### src/rtl/alarm_pkg.sv
// Shared constants, FSM encoding and the round-robin arbitration helper
// for the alarm scheduler.
package alarm_pkg;

  localparam logic [1:0] ST_IDLE = 2'b00;
  localparam logic [1:0] ST_ON   = 2'b01;
  localparam logic [1:0] ST_GAP  = 2'b10;

  localparam int DEF_N_CH       = 3;
  localparam int DEF_DEBOUNCE   = 8;
  localparam int DEF_ON_CYCLES  = 31;
  localparam int DEF_GAP_CYCLES = 4;
  localparam int MAX_CH         = 8;

  // Rotate the request vector so the channel after 'last' sits at bit 0,
  // priority-encode the lowest set bit, then rotate the index back.
  function automatic logic [2:0] rr_pick(input logic [MAX_CH-1:0] req,
                                         input int n_ch, input int last);
    logic [MAX_CH-1:0] rot;
    int idx;
    int first;
    rot   = '0;
    first = 0;
    for (int k = 0; k < MAX_CH; k++) begin
      if (k < n_ch) begin
        idx = last + 1 + k;
        if (idx >= n_ch) idx -= n_ch;
        rot[k] = req[idx[2:0]];
      end
    end
    for (int k = MAX_CH - 1; k >= 0; k--) begin
      if (rot[k]) first = k;
    end
    idx = last + 1 + first;
    if (idx >= n_ch) idx -= n_ch;
    return idx[2:0];
  endfunction

endpackage

### src/rtl/alarm_scheduler_if.sv
// Sensor-side inputs and buzzer-side outputs of the alarm scheduler.
interface alarm_scheduler_if #(
  parameter int N_CH = 3
) ();
  logic            ena;
  logic [N_CH-1:0] sensor;
  logic            clear;
  logic [N_CH-1:0] buzzer_sel;
  logic            buzzer_active;
  logic [N_CH-1:0] pending;
  logic            busy;

  modport master (output ena, sensor, clear,
                  input  buzzer_sel, buzzer_active, pending, busy);
  modport slave  (input  ena, sensor, clear,
                  output buzzer_sel, buzzer_active, pending, busy);
endinterface

### src/rtl/sensor_debounce.sv
// Single-channel debouncer: one event pulse per run of DEBOUNCE high samples;
// a low sample is needed to re-arm.
module sensor_debounce #(
  parameter int DEBOUNCE = 8
) (
  input  logic clk,
  input  logic rst_n,
  input  logic ena,
  input  logic sensor,
  output logic event_pulse
);
  localparam int CW = $clog2(DEBOUNCE);

  logic [CW-1:0] cnt;
  logic          armed;
  logic          terminal;

  assign terminal    = (cnt == CW'(DEBOUNCE - 1));
  assign event_pulse = ena && sensor && armed && terminal;

  // NOTE: state registers use non-blocking assignments so every flop samples
  // pre-edge values regardless of statement order.
  always_ff @(posedge clk or negedge rst_n) begin
    if (!rst_n) begin
      cnt   <= '0;
      armed <= 1'b1;
    end else if (ena) begin
      if (!sensor) begin
        cnt   <= '0;
        armed <= 1'b1;
      end else if (armed) begin
        if (terminal) begin
          cnt   <= '0;
          armed <= 1'b0;
        end else begin
          cnt <= cnt + CW'(1);
        end
      end
    end
  end
endmodule

### src/rtl/alarm_scheduler.sv
// Round-robin buzzer arbiter: latches debounced sensor events as pending
// requests and serves them with a fixed ON window followed by a silent gap.
module alarm_scheduler
  import alarm_pkg::*;
#(
  parameter int N_CH       = DEF_N_CH,
  parameter int DEBOUNCE   = DEF_DEBOUNCE,
  parameter int ON_CYCLES  = DEF_ON_CYCLES,
  parameter int GAP_CYCLES = DEF_GAP_CYCLES
) (
  input logic               clk,
  input logic               rst_n,
  alarm_scheduler_if.slave  bus
);
  localparam int TMR_MAX = (ON_CYCLES > GAP_CYCLES) ? ON_CYCLES : GAP_CYCLES;
  localparam int TW      = $clog2(TMR_MAX + 1);
  localparam int IW      = $clog2(N_CH);

  logic [1:0]      state;
  logic [TW-1:0]   tmr;
  logic [N_CH-1:0] buzzer_sel;
  logic [N_CH-1:0] pending;
  logic [N_CH-1:0] events;
  logic [N_CH-1:0] grant_oh;
  logic [N_CH-1:0] grant_clr;
  logic [IW-1:0]   rr_last;
  logic [IW-1:0]   pick;
  logic [2:0]      pick_full;

  for (genvar g = 0; g < N_CH; g++) begin : g_db
    sensor_debounce #(.DEBOUNCE(DEBOUNCE)) u_db (
      .clk         (clk),
      .rst_n       (rst_n),
      .ena         (bus.ena),
      .sensor      (bus.sensor[g]),
      .event_pulse (events[g])
    );
  end

  assign pick_full = rr_pick(MAX_CH'(pending), N_CH, int'(rr_last));
  assign pick      = pick_full[IW-1:0];

  // NOTE: every always_comb output gets a default first so no latch is inferred.
  always_comb begin
    grant_oh  = N_CH'(1) << pick;
    grant_clr = '0;
    if (state == ST_IDLE && |pending) grant_clr = grant_oh;
  end

  always_ff @(posedge clk or negedge rst_n) begin
    if (!rst_n) begin
      state      <= ST_IDLE;
      tmr        <= '0;
      buzzer_sel <= '0;
      pending    <= '0;
      rr_last    <= IW'(N_CH - 1);
    end else if (bus.ena) begin
      if (bus.clear) begin
        state      <= ST_IDLE;
        tmr        <= '0;
        buzzer_sel <= '0;
        pending    <= '0;
      end else begin
        // A fresh event on the channel being granted survives the grant clear.
        pending <= (pending & ~grant_clr) | events;
        case (state)
          ST_IDLE: begin
            if (|pending) begin
              state      <= ST_ON;
              buzzer_sel <= grant_oh;
              rr_last    <= pick;
              tmr        <= '0;
            end
          end
          ST_ON: begin
            if (tmr == TW'(ON_CYCLES - 1)) begin
              buzzer_sel <= '0;
              tmr        <= '0;
              state      <= (GAP_CYCLES == 0) ? ST_IDLE : ST_GAP;
            end else begin
              tmr <= tmr + TW'(1);
            end
          end
          ST_GAP: begin
            if (tmr == TW'(GAP_CYCLES - 1)) begin
              state <= ST_IDLE;
              tmr   <= '0;
            end else begin
              tmr <= tmr + TW'(1);
            end
          end
          default: state <= ST_IDLE;
        endcase
      end
    end
  end

  assign bus.buzzer_sel    = buzzer_sel;
  assign bus.buzzer_active = |buzzer_sel;
  assign bus.pending       = pending;
  assign bus.busy          = (state == ST_ON) || (state == ST_GAP);
endmodule

### src/flat_wrapper.sv
// flat-port wrapper written by rule: the top's interface ports become plain ports
module alarm_scheduler_flat import alarm_pkg::*;
#(
  parameter int N_CH       = DEF_N_CH,
  parameter int DEBOUNCE   = DEF_DEBOUNCE,
  parameter int ON_CYCLES  = DEF_ON_CYCLES,
  parameter int GAP_CYCLES = DEF_GAP_CYCLES
)
  (clk, rst_n, bus_ena, bus_sensor, bus_clear, bus_buzzer_sel, bus_buzzer_active, bus_pending, bus_busy);
  alarm_scheduler_if #(.N_CH(N_CH)) bus_i ();
  input logic clk;
  input logic rst_n;
  input wire logic [$bits(bus_i.ena)-1:0] bus_ena;
  input wire logic [$bits(bus_i.sensor)-1:0] bus_sensor;
  input wire logic [$bits(bus_i.clear)-1:0] bus_clear;
  output wire logic [$bits(bus_i.buzzer_sel)-1:0] bus_buzzer_sel;
  output wire logic [$bits(bus_i.buzzer_active)-1:0] bus_buzzer_active;
  output wire logic [$bits(bus_i.pending)-1:0] bus_pending;
  output wire logic [$bits(bus_i.busy)-1:0] bus_busy;
  assign bus_i.ena = bus_ena;
  assign bus_i.sensor = bus_sensor;
  assign bus_i.clear = bus_clear;
  assign bus_buzzer_sel = bus_i.buzzer_sel;
  assign bus_buzzer_active = bus_i.buzzer_active;
  assign bus_pending = bus_i.pending;
  assign bus_busy = bus_i.busy;
  alarm_scheduler #(.N_CH(N_CH), .DEBOUNCE(DEBOUNCE), .ON_CYCLES(ON_CYCLES), .GAP_CYCLES(GAP_CYCLES)) u_core (.clk(clk), .rst_n(rst_n), .bus(bus_i));
endmodule
### config.mk
export PLATFORM = sky130hd
export DESIGN_NAME = alarm_scheduler_flat
export DESIGN_NICKNAME = d
export VERILOG_FILES = /design/src/rtl/alarm_pkg.sv /design/src/rtl/alarm_scheduler_if.sv /design/src/rtl/sensor_debounce.sv /design/src/rtl/alarm_scheduler.sv /design/src/flat_wrapper.sv
export SDC_FILE = /design/constraint.sdc
export NUM_CORES = 1
export LEC_CHECK = 0
export CORE_ASPECT_RATIO = 1.5
export CORE_UTILIZATION = 55
export DETAILED_ROUTE_END_ITERATION = 16
export DONT_BUFFER_PORTS = 1
export HOLD_SLACK_MARGIN = 0.05
export PLACE_DENSITY = 0.73
export SLEW_MARGIN = 20
export SYNTH_ARGS = -nofsm -noshare
export SYNTH_HDL_FRONTEND = slang
export SYNTH_SLANG_ARGS = --single-unit
### constraint.sdc
create_clock -name clk -period 4.15 [get_ports clk]
set_clock_uncertainty 0.1 [all_clocks]
set_input_delay 0.415 -clock clk [delete_from_list [all_inputs] [get_ports clk]]
set_output_delay 0.415 -clock clk [all_outputs]
set_load 0.005 [all_outputs]
=== After elaboration in Yosys (flattened, before gate mapping) ===
Cells that the tools add are included.
Widths: inputs -> output; s select.

* Word-level logic and storage cells: 118
* Input bits: 7
* Bits in registers: 27
* Output and inout bits: 8

* Bitwise logic cells: 4
* $lt $le $gt $ge: 7
* $add $sub $neg: 12
* Multiplexer cells: 47
* Reductions and logical operators: 23
* Equal/unequal tests: 13
* Shifts and indexed selects: 1

{| class="wikitable"
|+ Operators with widths
! kind !! number
|-
| $ge 32x3->1 const B || 4
|-
| $mux 3 || 17
|-
| $mux 5 || 4
|-
| $mux 2 || 8
|-
| $pmux 5 s3 || 1
|-
| $lt 3x4->1 const B || 3
|-
| $mux 1 || 12
|-
| $reduce_and 4->1 || 3
|-
| $logic_and 1x1->1 || 10
|-
| $add 3x1->3 const B || 3
|-
| $bmux 1 s3 || 3
|-
| $eq 3x3->1 const B || 3
|-
| $sub 3x3->3 const B || 3
|-
| $ne 2x1->1 const B || 3
|-
| $ne 3x2->1 const B || 2
|-
| $pmux 2 s3 || 1
|-
| $pmux 3 s2 || 1
|-
| $reduce_and 2->1 || 3
|-
| $reduce_or 3->1 || 2
|-
| $add 5x1->5 const B || 1
|-
| $eq 5x2->1 const B || 1
|-
| $eq 5x5->1 const B || 1
|-
| $add 3x1->4 const B || 1
|-
| $add 3x2->4 || 1
|-
| 16 further kinds || 16
|}

=== Depth between registers and ports, before layout ===
* Depth after elaboration: 18
* Gate-level depth with buffers: 13
* Depth with buffers taken out: 13

=== By module ===
A second synthesis with hierarchy kept.

* Cells, all modules: 190
* Area, all modules: 1824.2 um2

{| class="wikitable"
|+ By module, submodules not included
! module !! cells each !! area each (um2) !! sequential area each (um2) !! times used
|-
| alarm_scheduler || 127 || 1219.9 || 376.6 || 1
|-
| sensor_debounce || 21 || 201.4 || 101.3 || 3
|}

=== Worst setup path before layout ===
OpenSTA, ideal clock, no wires.

* Path type: register to register
* From: register u_core.rr_last[1]
* To: register u_core.pending[0], in the netlist u_core.bus.pending[0]
* Buffers on the path: 0
* Required time: 3.946 ns
* Path slack: 0.243 ns
* Cell stages (with the launch flop): 13
* Clock period less this slack: 3.907 ns
* Setup time: 0.104 ns
* Arrival: 3.703 ns
* Cell sequence: dfstp_2 inv_1 ha_1 nor2b_1 a211oi_1 a221oi_1 a2111oi_0 fa_1 ha_1 and4bb_2 a21oi_2 mux2_2 a221oi_1

* Cells in the longest elaborated chain, start to end: 18
* Elaborated cells between the ends (all ways): 31
* Those cells by class: add/sub: 8; order compare: 4; shift: 1; mux: 15; bitwise: 3

{| class="wikitable"
|+ Ends and longest elaborated chain
! item !! RTL line !! RTL
|-
| from (decl) || alarm_scheduler.sv:26 || <nowiki>logic [IW-1:0] rr_last;</nowiki>
|-
| from (signal assigned) || alarm_scheduler.sv:56 || <nowiki>rr_last <= IW'(N_CH - 1);</nowiki>
|-
| from (signal assigned) || alarm_scheduler.sv:71 || <nowiki>rr_last <= pick;</nowiki>
|-
| $add 2x1->3 * || alarm_pkg.sv:26, alarm_pkg.sv:34 ||
|-
| $add 3x2->4 || alarm_pkg.sv:26 || <nowiki>idx = last + 1 + k;</nowiki>
|-
| $ge 32x3->1 / $sub 3x3->3 (equally long branches) || alarm_pkg.sv:27 || <nowiki>if (idx >= n_ch) idx -= n_ch;</nowiki>
|-
| $mux 3 || alarm_pkg.sv:27 ||
|-
| $bmux 1 s3 || alarm_pkg.sv:28 || <nowiki>rot[k] = req[idx[2:0]];</nowiki>
|-
| $mux 1 (not written as such) || alarm_pkg.sv:28 ||
|-
| $mux 2 (3 in series) || alarm_pkg.sv:32 || <nowiki>if (rot[k]) first = k;</nowiki>
|-
| $add 3x2->4 * || alarm_pkg.sv:34 || <nowiki>idx = last + 1 + first;</nowiki>
|-
| $ge 32x3->1 / $sub 2x1->2 (equally long branches) || alarm_pkg.sv:35 || <nowiki>if (idx >= n_ch) idx -= n_ch;</nowiki>
|-
| $mux 2 * || alarm_pkg.sv:35 ||
|-
| $shl 1x2->3 * || alarm_scheduler.sv:45 || <nowiki>grant_oh = N_CH'(1) << pick;</nowiki>
|-
| $mux 3 * || alarm_scheduler.sv:47 || <nowiki>if (state == ST_IDLE && |pending) grant_clr = grant_oh;</nowiki>
|-
| $not 3->3 * || alarm_scheduler.sv:65 || <nowiki>pending <= (pending & ~grant_clr) | events;</nowiki>
|-
| $and 3x3->3 * || alarm_scheduler.sv:65 ||
|-
| $or 3x3->3 * || alarm_scheduler.sv:65 ||
|-
| $mux 3 * || alarm_scheduler.sv:58 || <nowiki>if (bus.clear) begin</nowiki>
|-
| to (signal assigned) || alarm_scheduler.sv:65 ||
|-
| to (decl) || alarm_scheduler.sv:22 || <nowiki>logic [N_CH-1:0] pending;</nowiki>
|}

Mark *: on every way between the ends. The rest lies on a longest branch, timed or not. The select of a mux whose other input is x is not followed.
A chain may end at the register's enable or synchronous reset.

=== Worst setup path in the final report ===
Ends and elaborated chain as after synthesis.

==> results_dict.tcl <==
set metrics [dict create \
    synth_cells 199 \
    die_h_um 73.5 \
    max_freq_mhz 254 \
    irDropWorstVdd_mv 0.360 \
    maxCapViolCount 0 \
    grt_max_degree 28 \
    post_cts_buffers 0 \
    switching_share_pct 40.9 \
    path_class "flip-flop to flip-flop" \
    grt_pass1_vias 1414 \
    initial_core_util_pct 58.8 \
    cp_max_fo 9 \
    wl_um 3650 \
    endpoint_kind "flip-flop" \
    dp_hpwl_um 2850 \
    layout.cells.most_common "dfrtp_1" \
    finalNonFillerCells 241 \
    place_worst_setup_slack_ns 0.166 \
    rows 25 \
    drt-initial-drc-count 26 \
    cts_made_buffers 3 \
    drt-vias-per-instance 5.95 \
    root_buffer "clkbuf_8" \
    post_drt_wl_per_cell_um 15.1 \
    yosysUniqueCellTypes 40 \
    period_share_pct 94.9 \
    numPortBuffers 0 \
    worst_skew_pair.late_latency_ns 0.26 \
    finalSetupTns_ns 0 \
    globalRouteTotalUtil_pct 21.4 \
    clkPwrFrac_pct 14.1 \
    synth_flop_cell "dfrtp_1" \
    relSlewSlack_pct 60.9 \
    syn_area_mm2 0.00188 \
    reg2reg_depth 13 \
    area_growth_pct 6.94 \
    p_sw_mw 0.423 \
    vias 1435 \
    grt_antenna_before_repair 0 \
    synth_warnings 0 \
    slew_violations 0 \
    cts_buffer_depth 2 \
    hold_viol 0 \
    dr.pass1.iters 4 \
    fill_cells 269 \
    nets 232 \
    p_per_area_mw_per_mm2 516 \
    fp.dieArea_mm2 0.00365 \
    htree_levels 1 \
    worst_slack_ns 0.210 \
    path_clk_slew_ns 0.09 \
    worst_pin_slew_ns 0.578 \
    cts_num_sinks 27 \
    grt_pass1_wl_um 6020 \
    hp-class "input pin to flip-flop" \
    syn_area_per_cell_um2 9.42 \
    cp.required_ns 4.22 \
    drc 0 \
    synthArstFlopShare_pct 100 \
    p_int_mw 0.612 \
    setup_viol 0 \
    grt-ovfl-total 0 \
    worst_ep_arrival_time_ns 4.01 \
    core_area_mm2 0.00319 \
    min_period_ns 3.94 \
    p_comb_share_pct 51.7 \
    place.gp.congestion 0.825 \
    syn_nets 229 \
    synth_edf_count 0 \
    ys_ff_latch 27 \
    final_cell_mix "dfrtp_1 (23), ha_1 (21), o21ai_0 (19)" \
    rsz0062_at_grt "no" \
    place_inst 235 \
    hold_depth 1 \
    r2r_slack_ns 0.21 \
    drive_gt1_share_pct 10.4 \
    ant_nets 0 \
    placed_cell_area_mm2 0.00191 \
    antenna_cells 0 \
    critPathLaunchType "flip-flop" \
    die_w_um 49.7 \
    status "completed" \
    synth_seq_area_share_pct 36.3 \
    io_pins 15 \
    design_area_mm2 0.00201 \
    p_seq_share_pct 34.3 \
    final_util_pct 62.9 \
    p_leak_nw 0.940 \
    cts_tree "built" \
]
[critical path, stage by stage (launching register included)]
cell and delay (ns):
dfstp_2 0.57, inv_1 0.10, ha_2 0.44, nor2b_1 0.07, a211oi_1 0.26, a221oi_2 0.08
nor2b_1 0.15, ha_1 0.21, fa_1 0.58, ha_1 0.19, and4bb_2 0.26, a21oi_4 0.24
mux2_2 0.38, a221oi_1 0.23
[layout make-up]
type | count | area (um^2) | area share [%]
tap | 40 | 50.0 | 2.50
clock buffer | 3 | 41.3 | 2.06
multi-input combinational | 150 | 1130 | 56.2
sequential | 27 | 681 | 33.9
clock inverter | 1 | 5.00 | 0.250
timing repair buffer | 3 | 37.5 | 1.87
inverter | 17 | 63.8 | 3.18
[layer usage]
metal | routed length [um] | GRT usage [%]
met1 | 1470 | 22.1
met2 | 2090 | 43.7
met3 | 60 | 2.28
met4 | 25 | 6.35
met5 | 0 | 0
[registers in the layout, summed over array words and instances, names as in the netlist]
| name | cells |
|---|---|
| u_core.state | 2 |
| u_core.tmr | 5 |
| u_core.bus.pending | 3 |
| u_core.bus.buzzer_sel | 3 |
| u_core.g_db.u_db.cnt | 9 |
| u_core.rr_last | 2 |
| u_core.g_db.u_db.armed | 3 |
[Yosys cell counts (3+ instances only)]
cell type / n / area, um^2
dfrtp_1: 23 / 576
ha_1: 22 / 275
o21ai_0: 19 / 95.1
nand2_1: 18 / 67.6
inv_1: 17 / 63.8
nor2_1: 13 / 48.8
nand3_1: 9 / 45.0
nor2b_1: 7 / 43.8
mux2i_1: 6 / 60.1
nand2b_1: 6 / 37.5
a22o_1: 5 / 43.8
a21oi_1: 4 / 20.0
clkbuf_1: 4 / 15.0
dfstp_2: 4 / 105
a32oi_1: 3 / 26.3
mux2_2: 3 / 33.8
nor3_1: 3 / 15.0
o2bb2ai_1: 3 / 26.3
o31ai_1: 3 / 22.5
or3_1: 3 / 18.8
[final timing paths]
kind	start	end
min reg2reg	u_core.g_db[1].u_db.cnt[2]$_DFFE_PN0P_	u_core.g_db[1].u_db.cnt[2]$_DFFE_PN0P_
min	bus_sensor[0]	u_core.g_db[0].u_db.armed$_DFFE_PN1P_
max reg2reg	u_core.rr_last[1]$_DFFE_PN1P_	u_core.bus.pending[0]$_DFFE_PN0P_
max in group asynchronous	rst_n	u_core.g_db[2].u_db.armed$_DFFE_PN1P_
min in group asynchronous	rst_n	u_core.g_db[2].u_db.cnt[0]$_DFFE_PN0P_
max	u_core.rr_last[1]$_DFFE_PN1P_	u_core.bus.pending[0]$_DFFE_PN0P_
[logic make-up after synthesis]
| kind of cell | after synthesis | share of synthesized area (%) |
|---|---|---|
| and+or+nand+nor | 67 | 18.3 |
| AOI/OAI and AO/OA | 50 | 19.3 |
| DFF | 27 | 36.3 |
| adders and majority gates | 23 | 15.7 |
| buffers and inverters | 22 | 4.80 |
| muxes | 9 | 5.00 |
| xor gates and xnor gates | 1 | 0.467 |
[what timing repair did]
action | CTS | global route
hold endpoints to repair | 27 | 0
hold buffers | 2 | 0
resized for setup | 0 | 5
endpoints found under the setup margin | 0 | 7
[power groups by stage]
stage	combinational (mW)	sequential, mW	clock (mW)
2_1_floorplan	0.412	0.346	0
3_3_place_gp	0.483	0.353	0
3_5_place_dp	0.511	0.359	0
4_1_cts	0.522	0.354	0.150
5_1_grt	0.599	0.362	0.159
6_report	0.534	0.354	0.146
[through the flow]
stage	hold slack, ns	power, mW
final	0.118	1.03
after global routing	0.110	1.12
after CTS	0.112	1.03
after detailed placement	0.0202	0.870
after global placement	0.0201	0.836
after floorplan	0.0194	0.759
Note: power is estimated with default switching activity, not from simulation.
